==> config.mk <==
export PLATFORM = sky130hd
export DESIGN_NAME = if_id_queue_flat
export DESIGN_NICKNAME = d
export VERILOG_FILES = /design/src/rtl/if_id_queue_pkg.sv /design/src/rtl/if_id_queue_if.sv /design/src/rtl/if_id_queue_mem.sv /design/src/rtl/if_id_queue.sv /design/src/flat_wrapper.sv
export SDC_FILE = /design/constraint.sdc
export NUM_CORES = 1
export LEC_CHECK = 0
export BUFFER_PORTS_ARGS = -buffer_cell sky130_fd_sc_hd__buf_2
export CORE_MARGIN = 2
export CORE_UTILIZATION = 46
export DETAILED_ROUTE_END_ITERATION = 6
export PLACE_DENSITY_LB_ADDON = 0.12
export SYNTH_ARGS = -nofsm -noshare
export SYNTH_HDL_FRONTEND = slang
export SYNTH_SLANG_ARGS = --single-unit
==> constraint.sdc <==
create_clock -name clk -period 8.79 [get_ports clk]
set_input_delay 2.1975 -clock clk [delete_from_list [all_inputs] [get_ports clk]]
set_output_delay 2.1975 -clock clk [all_outputs]
set_load 0.05 [all_outputs]
==> src/rtl/if_id_queue_pkg.sv <==
// Shared types and constants for the fetch/decode instruction queue.
package if_id_queue_pkg;

    localparam int DATA_WIDTH = 32;

    // addi x0,x0,0 -- what decode sees whenever the queue presents nothing
    localparam logic [DATA_WIDTH-1:0] NOP_INSTR = 32'h0000_0013;

    typedef struct packed {
        logic [DATA_WIDTH-1:0] instruction;
        logic [DATA_WIDTH-1:0] pc;
        logic [DATA_WIDTH-1:0] pc_plus4;
    } if_id_entry_t;

    typedef enum logic [1:0] {
        OCC_EMPTY,
        OCC_PARTIAL,
        OCC_FULL
    } occ_t;

    function automatic occ_t occ_of(input int cnt, input int depth);
        occ_t occ;
        if (cnt == 0) begin
            occ = OCC_EMPTY;
        end else if (cnt >= depth) begin
            occ = OCC_FULL;
        end else begin
            occ = OCC_PARTIAL;
        end
        return occ;
    endfunction

endpackage

==> src/rtl/if_id_queue_if.sv <==
// Fetch/decode handshake bundle; master drives the fetch side and decode ready, slave is the queue.
interface if_id_queue_if
    import if_id_queue_pkg::*;
#(
    parameter int DEPTH = 2
);
    logic                       IF_valid_i;
    logic                       IF_ready_o;
    logic [DATA_WIDTH-1:0]      IF_instruction_i;
    logic [DATA_WIDTH-1:0]      IF_pc_i;
    logic [DATA_WIDTH-1:0]      IF_pc_plus4_i;
    logic                       IF_flush_i;
    logic                       ID_valid_o;
    logic                       ID_ready_i;
    logic [DATA_WIDTH-1:0]      ID_instruction_o;
    logic [DATA_WIDTH-1:0]      ID_pc_o;
    logic [DATA_WIDTH-1:0]      ID_pc_plus4_o;
    logic [$clog2(DEPTH+1)-1:0] ID_count_o;

    modport master (
        output IF_valid_i, IF_instruction_i, IF_pc_i, IF_pc_plus4_i, IF_flush_i, ID_ready_i,
        input  IF_ready_o, ID_valid_o, ID_instruction_o, ID_pc_o, ID_pc_plus4_o, ID_count_o
    );

    modport slave (
        input  IF_valid_i, IF_instruction_i, IF_pc_i, IF_pc_plus4_i, IF_flush_i, ID_ready_i,
        output IF_ready_o, ID_valid_o, ID_instruction_o, ID_pc_o, ID_pc_plus4_o, ID_count_o
    );

endinterface

==> src/rtl/if_id_queue_mem.sv <==
// Entry storage for the instruction queue: one write port, one asynchronous read port, no reset.
module if_id_queue_mem
    import if_id_queue_pkg::*;
#(
    parameter int DEPTH  = 2,
    parameter int ADDR_W = $clog2(DEPTH)
) (
    input  logic              clk,
    input  logic              we,
    input  logic [ADDR_W-1:0] waddr,
    input  if_id_entry_t      wdata,
    input  logic [ADDR_W-1:0] raddr,
    output if_id_entry_t      rdata
);

    if_id_entry_t mem [DEPTH];

    // Contents are meaningful only below the occupancy count held by the owner
    always_ff @(posedge clk) begin
        if (we) begin
            mem[waddr] <= wdata;
        end
    end

    assign rdata = mem[raddr];

endmodule

==> src/rtl/if_id_queue.sv <==
// Fetch-to-decode decoupling queue with flush on redirect.
// Optional 0-cycle empty-queue bypass enabled by defining IF_ID_QUEUE_BYPASS_EN.
module if_id_queue
    import if_id_queue_pkg::*;
#(
    parameter int DEPTH = 2
) (
    input  logic         clk,
    input  logic         rst_n,
    if_id_queue_if.slave q
);

    localparam int PTR_W = $clog2(DEPTH);
    localparam int CNT_W = $clog2(DEPTH + 1);

    logic [PTR_W-1:0] wr_ptr;
    logic [PTR_W-1:0] rd_ptr;
    logic [CNT_W-1:0] count;
    occ_t             occ;
    logic             ready;
    logic             flush;
    logic             push;
    logic             pop;
    logic             out_valid;
    if_id_entry_t     wr_entry;
    if_id_entry_t     head_entry;
    if_id_entry_t     out_entry;

    assign occ      = occ_of(int'(count), DEPTH);
    assign flush    = q.IF_flush_i;
    assign wr_entry = '{instruction: q.IF_instruction_i,
                        pc:          q.IF_pc_i,
                        pc_plus4:    q.IF_pc_plus4_i};

    // Ready looks only at registered occupancy, so a pop never opens a full queue in the same cycle
    assign ready = (occ != OCC_FULL);

`ifdef IF_ID_QUEUE_BYPASS_EN
    logic bypass;

    always_comb begin
        bypass    = (occ == OCC_EMPTY) && !flush && q.IF_valid_i;
        out_valid = !flush && ((occ != OCC_EMPTY) || q.IF_valid_i);
        out_entry = (occ == OCC_EMPTY) ? wr_entry : head_entry;
        // A bypassed triple taken by decode this cycle never lands in storage
        push      = q.IF_valid_i && ready && !flush && !(bypass && q.ID_ready_i);
        pop       = !flush && (occ != OCC_EMPTY) && q.ID_ready_i;
    end
`else
    always_comb begin
        out_valid = !flush && (occ != OCC_EMPTY);
        out_entry = head_entry;
        push      = q.IF_valid_i && ready && !flush;
        pop       = out_valid && q.ID_ready_i;
    end
`endif

    always_ff @(posedge clk or negedge rst_n) begin
        if (!rst_n) begin
            wr_ptr <= '0;
            rd_ptr <= '0;
            count  <= '0;
        end else if (flush) begin
            wr_ptr <= '0;
            rd_ptr <= '0;
            count  <= '0;
        end else begin
            if (push) begin
                wr_ptr <= wr_ptr + PTR_W'(1);
            end
            if (pop) begin
                rd_ptr <= rd_ptr + PTR_W'(1);
            end
            case ({push, pop})
                2'b10:   count <= count + CNT_W'(1);
                2'b01:   count <= count - CNT_W'(1);
                default: count <= count;
            endcase
        end
    end

    if_id_queue_mem #(
        .DEPTH  (DEPTH),
        .ADDR_W (PTR_W)
    ) u_mem (
        .clk   (clk),
        .we    (push),
        .waddr (wr_ptr),
        .wdata (wr_entry),
        .raddr (rd_ptr),
        .rdata (head_entry)
    );

    // Storage is never reset, so data outputs are gated by valid
    always_comb begin
        q.ID_instruction_o = NOP_INSTR;
        q.ID_pc_o          = '0;
        q.ID_pc_plus4_o    = '0;
        if (out_valid) begin
            q.ID_instruction_o = out_entry.instruction;
            q.ID_pc_o          = out_entry.pc;
            q.ID_pc_plus4_o    = out_entry.pc_plus4;
        end
    end

    assign q.IF_ready_o = ready;
    assign q.ID_valid_o = out_valid;
    assign q.ID_count_o = count;

endmodule

==> src/flat_wrapper.sv <==
// flat-port wrapper written by rule: the top's interface ports become plain ports
module if_id_queue_flat import if_id_queue_pkg::*;
#(
    parameter int DEPTH = 2
)
  (clk, rst_n, q_IF_valid_i, q_IF_instruction_i, q_IF_pc_i, q_IF_pc_plus4_i, q_IF_flush_i, q_ID_ready_i, q_IF_ready_o, q_ID_valid_o, q_ID_instruction_o, q_ID_pc_o, q_ID_pc_plus4_o, q_ID_count_o);
  if_id_queue_if #(.DEPTH(DEPTH)) q_i ();
  input  logic clk;
  input  logic rst_n;
  input wire logic [$bits(q_i.IF_valid_i)-1:0] q_IF_valid_i;
  input wire logic [$bits(q_i.IF_instruction_i)-1:0] q_IF_instruction_i;
  input wire logic [$bits(q_i.IF_pc_i)-1:0] q_IF_pc_i;
  input wire logic [$bits(q_i.IF_pc_plus4_i)-1:0] q_IF_pc_plus4_i;
  input wire logic [$bits(q_i.IF_flush_i)-1:0] q_IF_flush_i;
  input wire logic [$bits(q_i.ID_ready_i)-1:0] q_ID_ready_i;
  output wire logic [$bits(q_i.IF_ready_o)-1:0] q_IF_ready_o;
  output wire logic [$bits(q_i.ID_valid_o)-1:0] q_ID_valid_o;
  output wire logic [$bits(q_i.ID_instruction_o)-1:0] q_ID_instruction_o;
  output wire logic [$bits(q_i.ID_pc_o)-1:0] q_ID_pc_o;
  output wire logic [$bits(q_i.ID_pc_plus4_o)-1:0] q_ID_pc_plus4_o;
  output wire logic [$bits(q_i.ID_count_o)-1:0] q_ID_count_o;
  assign q_i.IF_valid_i = q_IF_valid_i;
  assign q_i.IF_instruction_i = q_IF_instruction_i;
  assign q_i.IF_pc_i = q_IF_pc_i;
  assign q_i.IF_pc_plus4_i = q_IF_pc_plus4_i;
  assign q_i.IF_flush_i = q_IF_flush_i;
  assign q_i.ID_ready_i = q_ID_ready_i;
  assign q_IF_ready_o = q_i.IF_ready_o;
  assign q_ID_valid_o = q_i.ID_valid_o;
  assign q_ID_instruction_o = q_i.ID_instruction_o;
  assign q_ID_pc_o = q_i.ID_pc_o;
  assign q_ID_pc_plus4_o = q_i.ID_pc_plus4_o;
  assign q_ID_count_o = q_i.ID_count_o;
  if_id_queue #(.DEPTH(DEPTH)) u_core (.clk(clk), .rst_n(rst_n), .q(q_i));
endmodule
==> impl_metrics.py, run 1 <==
metrics = {
    "sta": {
        "hold_viol": 0,
        "max_freq_ghz": 0.161,
        "slew_violations": 0,
        "fin_setup_tns_ps": 0,
        "fin_crit_ps": 6220,
        "worstMarginPinSlew_ps": 912,
        "slew_headroom_pct": 39.2,
        "hold_ws_ps": 615,
        "post-route-period-util_pct": 70.8,
        "finalSetupViolCount": 0,
        "rsz0062_at_grt": "false",
        "fin_skew_ps": 7.75,
    },
    "grt": {
        "grt_start_max_net_pins": 71,
        "grt_pass1_vias": 4345,
        "antenna_found_initial": 0,
        "overflow": 0,
        "grt_pass1_wl_mm": 22.0,
        "track_usage_pct": 16.5,
    },
    "min_path": {
        "hold_class": "register to register",
    },
    "pwr": {
        "p_clk_share_pct": 34.2,
        "switching_share_pct": 24.8,
        "leakagePower_nw": 3.48,
        "internal_power_mw": 1.53,
        "combPwrFrac_pct": 12.1,
        "p_sw_uw": 503,
        "seq_power_share_pct": 53.7,
        "vdd_drop_max_mv": 0.126,
        "powerDensity_nw_per_um2": 219,
    },
    "run_status": {
        "status": "finished, final reports clean",
    },
    "yosys": {
        "ys_types": 22,
        "synth_area_sq_um": 7570,
        "synth_seq_area_share_pct": 77.5,
        "syn_nets": 532,
        "ys_ff_latch": 196,
        "syn_inst": 431,
        "ys_warn_count": 0,
        "async_flop_share_pct": 2.04,
        "synth.avg_cell_area_sq_um": 17.6,
        "ys.flop_type": "edfxtp_1",
        "synth_edf_count": 192,
    },
    "detailed_routing": {
        "dr.max_layer_used": "met4",
        "wl_per_cell_um": 16.4,
        "wirelength_met1_mm": 5.67,
        "first_pass_iters": 5,
        "wl_met2_mm": 7.30,
        "vias": 4193,
        "dr.first_iter.drc_count": 245,
        "ant_nets": 0,
        "routed_via_density": 4.87,
        "routed_wl_mm": 14.1,
        "wl_met3_um": 951,
        "drc_errors": 0,
    },
    "clock_tree": {
        "clkLatencyLatePin_ps": 420,
        "cts_max_level": 4,
        "cts_setup_buffers": 0,
        "cts-root-buf": "clkbuf_16",
        "hold_buffers": 0,
        "cts_resized": 0,
        "cts.clk_slew.worst_paths_ps": 60,
        "clock_sinks": 196,
        "cts_buffers": 17,
        "clk_path_buf_depth": 2,
        "tritoncts": "done",
    },
    "critical_path": {
        "rrSetupSlack_ps": 6550,
        "cp.required_ps": 6590,
        "critPathMaxFanout": 70,
        "arrival_ps": 4020,
        "cp-end-kind": "primary output",
        "startpoint_type": "input pin",
        "criticalPathCategory": "input pin to primary output",
    },
    "layout": {
        "final_core_util_pct": 58.0,
        "area_growth_syn_to_layout_pct": 22.5,
        "antenna_cells": 0,
        "fin_cells": 861,
        "fillers": 1316,
        "nets": 735,
        "drive_gt1_share_pct": 39.4,
    },
    "die": {
        "start_util_pct": 47.3,
        "ios": 201,
        "die_h_um": 132,
        "fp.dieArea_sq_um": 17500,
        "dieWidth_um": 132,
        "core_area_sq_um": 16000,
        "rows": 46,
    },
    "placed_design": {
        "routabilityCongestion": 0.734,
        "port_buffers": 200,
        "placedCellCount": 831,
        "place_hpwl_mm": 8.87,
    },
    "run": {
        "maxCapViolations": 0,
    },
}
[critical path, stage by stage]
cell and delay (ps):
buf_2 190, or2_4 770, buf_4 510, nor2_1 100, buf_2 230
[state kept, by name (all words and copies together), names as in the netlist]
signal,cells
u_core.u_mem.mem,192
u_core.q.ID_count_o,2
u_core.wr_ptr,1
u_core.rd_ptr,1
[power groups by stage]
stage | Clock [mW] | Combinational [mW] | Sequential [mW]
5_1_grt | 0.750 | 0.264 | 1.09
2_1_floorplan | 0 | 0.189 | 1.10
4_1_cts | 0.711 | 0.251 | 1.09
3_5_place_dp | 0 | 0.250 | 1.11
3_3_place_gp | 0 | 0.247 | 1.11
6_report | 0.694 | 0.246 | 1.09
[metrics by stage]
stage                     total power [mW]  cell area (sq um)  setup WS [ps]
after floorplan                       1.29               7580           2140
after global placement                1.36               8750           2550
after detailed placement              1.36               8750           2510
after CTS                             2.05               9270           2500
after global routing                  2.11               9270           2360
final                                 2.03               9270           2570
[worst paths after layout]
path	from	end	cells past startpoint
min	u_core.q.ID_count_o[0]	u_core.q.ID_count_o[0]	2
max in group asynchronous	rst_n	u_core.rd_ptr	1
min reg2reg	u_core.q.ID_count_o[0]	u_core.q.ID_count_o[0]	2
max	q_IF_flush_i	q_ID_pc_o[8]	5
max reg2reg	u_core.rd_ptr	u_core.rd_ptr	3
min in group asynchronous	rst_n	u_core.q.ID_count_o[1]	1
[layout by cell type (no fill, tap or decap), drive strengths merged]
cell	n
nor3b	1
dfrtp	4
inv	3
nor3	1
clkbuf	18
xor2	2
a21oi	2
buf	206
bufinv	1
nand2	4
o21ai	2
clkinvlp	2
a21o	1
or2	1
clkinv	8
edfxtp	192
nand2b	2
mux2i	97
nor2	96
nor2b	2
[per-layer routing]
layer | global-route usage (%) | vias up
met4 | 5.79 | 0
met3 | 5.81 | 17
met2 | 28.7 | 132
li1 | - | 1998
met1 | 19.0 | 2046
met5 | 0 | -
[logic make-up (layout without fill, tap and decap cells)]
| logic type | count (synthesis) | count (layout) | share of synthesized area [%] |
|---|---|---|---|
| and+or+nand+nor | 107 | 107 | 6.86 |
| AOI/OAI and AO/OA | 5 | 5 | 0.364 |
| buffers and inverters | 24 | 238 | 2.22 |
| DFF | 196 | 196 | 77.5 |
| xor gates and xnor gates | 2 | 2 | 0.231 |
| muxes | 97 | 97 | 12.8 |
[cell usage after synthesis, types with 4 or more instances]
library cell	number	area, sq um
buf_2	11	55.1
buf_6	6	67.6
dfrtp_1	4	100
edfxtp_1	192	5770
mux2i_1	97	971
nand2_1	4	15.0
nor2_1	76	285
nor2_2	10	62.6
nor2_4	10	113
[layout make-up]
cell class | instances | area, sq um | area share, %
Multi-Input combinational cell | 211 | 1560 | 16.8
Timing Repair Buffer | 206 | 1050 | 11.3
Clock inverter | 12 | 91.3 | 0.985
Sequential cell | 196 | 5870 | 63.3
Clock buffer | 18 | 429 | 4.63
Tap cell | 216 | 270 | 2.91
Inverter | 2 | 7.51 | 0.0809
No activity file was read; power rests on OpenSTA's default activity.
==> run 2: changes to the inputs <==
==> constraint.sdc (replaced) <==
create_clock -name clk -period 5.75 [get_ports clk]
set_input_delay 1.4375 -clock clk [delete_from_list [all_inputs] [get_ports clk]]
set_output_delay 1.4375 -clock clk [all_outputs]
set_load 0.05 [all_outputs]
==> impl_metrics.py, run 2 (synthesized netlist as in run 1, its figures left out) <==
metrics = {
    "placed_design": {
        "pre_cts_ws_ps": 1280,
        "place_hpwl_mm": 9.38,
        "routabilityCongestion": 0.721,
        "placed_area_sq_um": 8790,
        "placedCellCount": 832,
        "port_buffers": 200,
    },
    "detailed_routing": {
        "dr.first_iter.drc_count": 238,
        "ant_nets": 0,
        "routed_via_density": 4.86,
        "vias": 4208,
        "drc_errors": 0,
        "routed_wl_mm": 14.7,
        "wl_per_cell_um": 17.0,
        "first_pass_iters": 4,
    },
    "layout": {
        "final_core_util_pct": 59.3,
        "layout_commonest_cell": "buf_2",
        "drive_gt1_share_pct": 40.3,
        "regMostFlops": "u_core.u_mem.mem",
        "design_area_sq_um": 9490,
        "largest_reg_flops": 192,
        "fin_cells": 866,
        "area_growth_syn_to_layout_pct": 25.4,
        "final_cell_mix": "200 x buf_2, 192 x edfxtp_1, 97 x mux2i_1",
        "nets": 736,
    },
    "pwr": {
        "power.total_mw": 3.43,
        "leakagePower_nw": 3.58,
        "powerDensity_nw_per_um2": 362,
        "vdd_drop_max_mv": 0.227,
    },
    "sta": {
        "fin_skew_ps": 4.49,
        "worstMarginPinSlew_ps": 1190,
        "rsz0062_at_grt": "false",
        "slew_violations": 0,
        "max_freq_ghz": 0.225,
        "hold_viol": 0,
        "finalSetupViolCount": 0,
        "fin_setup_tns_ps": 0,
        "fin_crit_ps": 4450,
        "hold_ws_ps": 621,
        "worst_slack_ps": 1300,
        "post-route-period-util_pct": 77.5,
        "slew_headroom_pct": 20.2,
    },
    "die": {
        "core_area_sq_um": 16000,
        "dieWidth_um": 132,
        "ios": 201,
        "fp.dieArea_sq_um": 17500,
        "rows": 46,
        "die_h_um": 132,
        "start_util_pct": 47.3,
    },
    "critical_path": {
        "criticalPathCategory": "input pin to primary output",
        "crit_top_cell": "buf_2",
        "cp-end-kind": "primary output",
        "critPathBufInv": 3,
        "cp.required_ps": 4310,
        "crit_chain": "buf_2 > or2_4 > buf_4 > nor2_1 > buf_2",
        "slowest_delay_ps": 640,
        "startpoint_type": "input pin",
        "critPathTopFamily": "buffers and inverters",
        "crit_slowest_cell": "or2_4",
        "arrival_ps": 3020,
        "critPathMaxFanout": 49,
    },
    "clock_tree": {
        "clk_path_buf_depth": 2,
        "cts_resized": 0,
        "tritoncts": "done",
        "cts_setup_buffers": 0,
        "cts_buffers": 17,
        "cts.clk_slew.worst_paths_ps": 70,
        "cts-root-buf": "clkbuf_16",
        "hold_buffers": 0,
        "clock_sinks": 196,
        "cts_max_level": 4,
        "clkLatencyLatePin_ps": 420,
    },
    "min_path": {
        "hold_class": "register to register",
    },
    "grt": {
        "antenna_found_initial": 2,
        "grt_pass1_wl_mm": 22.6,
        "grt_pass1_vias": 4424,
        "track_usage_pct": 17.0,
        "overflow": 0,
        "grt_start_max_net_pins": 77,
    },
    "run_status": {
        "status": "finished, final reports clean",
    },
    "run": {
        "maxCapViolations": 0,
    },
}
run 2: per-layer routing:
metal / up-vias / wire (um) / track usage [%]
met5: - / 18 / 0
met4: 2 / 218 / 6.27
met3: 17 / 1130 / 5.92
met2: 143 / 7460 / 29.7
met1: 2035 / 5860 / 19.3
li1: 2011 / - / -
run 2: worst reg2reg max path, stage by stage (launching register included):
cell,delay [ps]
dfrtp_1,450
nand2b_1,330
nor3_4,970
buf_12,470
run 2: final timing paths:
check / slack (ps) / startpoint / endpoint / depth (start not counted)
max in group asynchronous: 4800 / rst_n / u_core.rd_ptr / 1
min in group asynchronous: 810 / rst_n / u_core.q.ID_count_o[0] / 1
setup reg to reg: 3150 / u_core.q.ID_count_o[1] / u_core.u_mem.mem[0][87] / 3
hold / removal: 620 / u_core.q.ID_count_o[0] / u_core.q.ID_count_o[0] / 2
setup / recovery: 1300 / q_IF_flush_i / q_ID_pc_o[30] / 5
hold reg to reg: 620 / u_core.q.ID_count_o[0] / u_core.q.ID_count_o[0] / 2
run 2: report_power, final:
| group | leakage (nW) | total (mW) | internal, mW | switching (mW) |
|---|---|---|---|---|
| Sequential | 1.81 | 1.67 | 1.64 | 0.0335 |
| Clock | 0.338 | 1.38 | 0.872 | 0.511 |
| Combinational | 1.43 | 0.382 | 0.117 | 0.265 |
run 2: area by class of cell:
type | count | area, sq um
multi-input cells | 211 | 1560
diodes | 2 | 5.00
fillers | 1314 | 6510
inverters | 2 | 7.51
clock inverters | 13 | 269
well taps | 216 | 270
clock buffers | 19 | 433
repair buffers | 207 | 1080
flip-flops and latches | 196 | 5870
==> run 3: changes to the inputs <==
==> constraint.sdc (replaced) <==
create_clock -name clk -period 4.6 [get_ports clk]
set_input_delay 1.15 -clock clk [delete_from_list [all_inputs] [get_ports clk]]
set_output_delay 1.15 -clock clk [all_outputs]
set_load 0.05 [all_outputs]
==> impl_metrics.py, run 3 (synthesized netlist as in run 1, its figures left out) <==
metrics = {
    "clock_tree": {
        "cts_buffers": 17,
        "cts_max_level": 4,
        "hold_buffers": 0,
        "cts-root-buf": "clkbuf_16",
        "cts.clk_slew.worst_paths_ps": 60,
        "clk_path_buf_depth": 2,
        "tritoncts": "done",
        "clock_sinks": 196,
        "cts_resized": 0,
        "cts_setup_buffers": 0,
        "clkLatencyLatePin_ps": 420,
    },
    "detailed_routing": {
        "ant_nets": 0,
        "first_pass_iters": 4,
        "wl_met2_mm": 7.32,
        "wl_met3_mm": 1.09,
        "dr.max_layer_used": "met5",
        "wirelength_met1_mm": 5.42,
        "dr.first_iter.drc_count": 259,
        "routed_via_density": 4.84,
        "routed_wl_mm": 14.0,
        "wl_per_cell_um": 16.2,
        "drc_errors": 0,
        "vias": 4189,
    },
    "critical_path": {
        "r2r_start": "u_core.q.ID_count_o[1]",
        "cp-end-kind": "primary output",
        "critPathMaxFanout": 42,
        "r2r_end": "u_core.u_mem.mem[1][59]",
        "criticalPathCategory": "input pin to primary output",
        "arrival_ps": 2570,
        "startpoint_type": "input pin",
        "cp.required_ps": 3450,
        "reg2reg_depth": 3,
        "rrSetupSlack_ps": 2570,
    },
    "sta": {
        "slew_violations": 0,
        "finalSetupViolCount": 0,
        "fin_skew_ps": 5.04,
        "slew_headroom_pct": 54.0,
        "worst_slack_ps": 878,
        "hold_viol": 0,
        "max_freq_ghz": 0.269,
        "fin_crit_ps": 3720,
        "rsz0062_at_grt": "false",
        "worstMarginPinSlew_ps": 690,
        "fin_setup_tns_ps": 0,
        "post-route-period-util_pct": 80.9,
    },
    "grt": {
        "grt_start_max_net_pins": 51,
        "overflow": 0,
        "antenna_found_initial": 3,
        "track_usage_pct": 16.4,
        "grt_pass1_wl_mm": 21.8,
        "grt_pass1_vias": 4360,
    },
    "die": {
        "dieWidth_um": 132,
        "start_util_pct": 47.3,
        "fp.dieArea_sq_um": 17500,
        "ios": 201,
        "core_area_sq_um": 16000,
        "die_h_um": 132,
        "rows": 46,
    },
    "layout": {
        "drive_gt1_share_pct": 40.4,
        "nets": 738,
        "design_area_sq_um": 9370,
        "area_growth_syn_to_layout_pct": 23.7,
        "fin_cells": 866,
        "largest_reg_flops": 192,
        "layout_commonest_cell": "buf_2",
        "regMostFlops": "u_core.u_mem.mem",
        "fillers": 1286,
        "regArea_sq_um": 5870,
        "final_cell_mix": "200 x buf_2, 192 x edfxtp_1, 97 x mux2i_1",
        "multi_input_comb_area_sq_um": 1560,
    },
    "pwr": {
        "p_sw_uw": 974,
        "powerDensity_nw_per_um2": 423,
        "vdd_drop_max_mv": 0.250,
        "leakagePower_nw": 3.54,
        "switching_share_pct": 24.6,
        "p_clk_share_pct": 35.3,
        "combPwrFrac_pct": 12.2,
        "seq_power_share_pct": 52.5,
        "internal_power_mw": 2.99,
    },
    "placed_design": {
        "pre_cts_ws_ps": 842,
        "routabilityCongestion": 0.733,
        "placed_area_sq_um": 8800,
        "port_buffers": 200,
        "placedCellCount": 834,
        "place_hpwl_mm": 9.23,
    },
    "min_path": {
        "hold_class": "input pin to async pin",
    },
    "run_status": {
        "status": "finished, final reports clean",
    },
    "run": {
        "maxCapViolations": 0,
    },
}
## run 3: layout make-up
type,count,share of cell area [%]
Sequential cell,196,62.7
Multi-Input combinational cell,211,16.7
Timing Repair Buffer,209,11.7
Clock buffer,17,4.54
Tap cell,216,2.89
Clock inverter,14,1.46
Inverter,2,0.0802
Antenna cell,1,0.0267
## run 3: worst max-delay path by stage
stage / start / endpoint / cells past startpoint
final: q_IF_flush_i / q_ID_pc_o[25] / 5
after global routing: q_IF_flush_i / q_ID_pc_o[25] / 5
after CTS: q_IF_flush_i / q_ID_pc_o[22] / 5
after detailed placement: q_IF_flush_i / q_ID_pc_o[22] / 5
after global placement: q_IF_flush_i / q_ID_pc_o[21] / 5
after floorplan: q_IF_valid_i / u_core.u_mem.mem[1][0] / 2
## run 3: per-stage QoR
| stage | util, % | hold WS [ps] | total power [mW] |
|---|---|---|---|
| 6_report | 58.5 | 528 | 3.96 |
| 5_1_grt | 58.5 | 504 | 4.11 |
| 4_1_cts | 58.5 | 504 | 4.01 |
| 3_5_place_dp | 55.0 | 617 | 2.61 |
| 3_3_place_gp | 55.0 | 572 | 2.60 |
| 2_1_floorplan | - | 583 | 2.47 |
## run 3: power groups by stage
stage	Clock, mW	Sequential (mW)	Combinational, mW
global placement	0	2.12	0.482
floorplan	0	2.11	0.363
detailed placement	0	2.12	0.491
global route	1.51	2.09	0.516
finish	1.40	2.08	0.482
CTS	1.44	2.08	0.491
## run 3: worst max-delay path: stages
cell    delay, ps
buf_2         190
or2_4         520
buf_4         370
nor2_1         80
buf_2         210
## run 3: per-layer routing
| metal | GRT usage [%] | vias to the layer above |
|---|---|---|
| met5 | 0 | - |
| met4 | 6.15 | 2 |
| met3 | 6.34 | 18 |
| met2 | 29.0 | 138 |
| met1 | 17.7 | 2024 |
| li1 | - | 2007 |
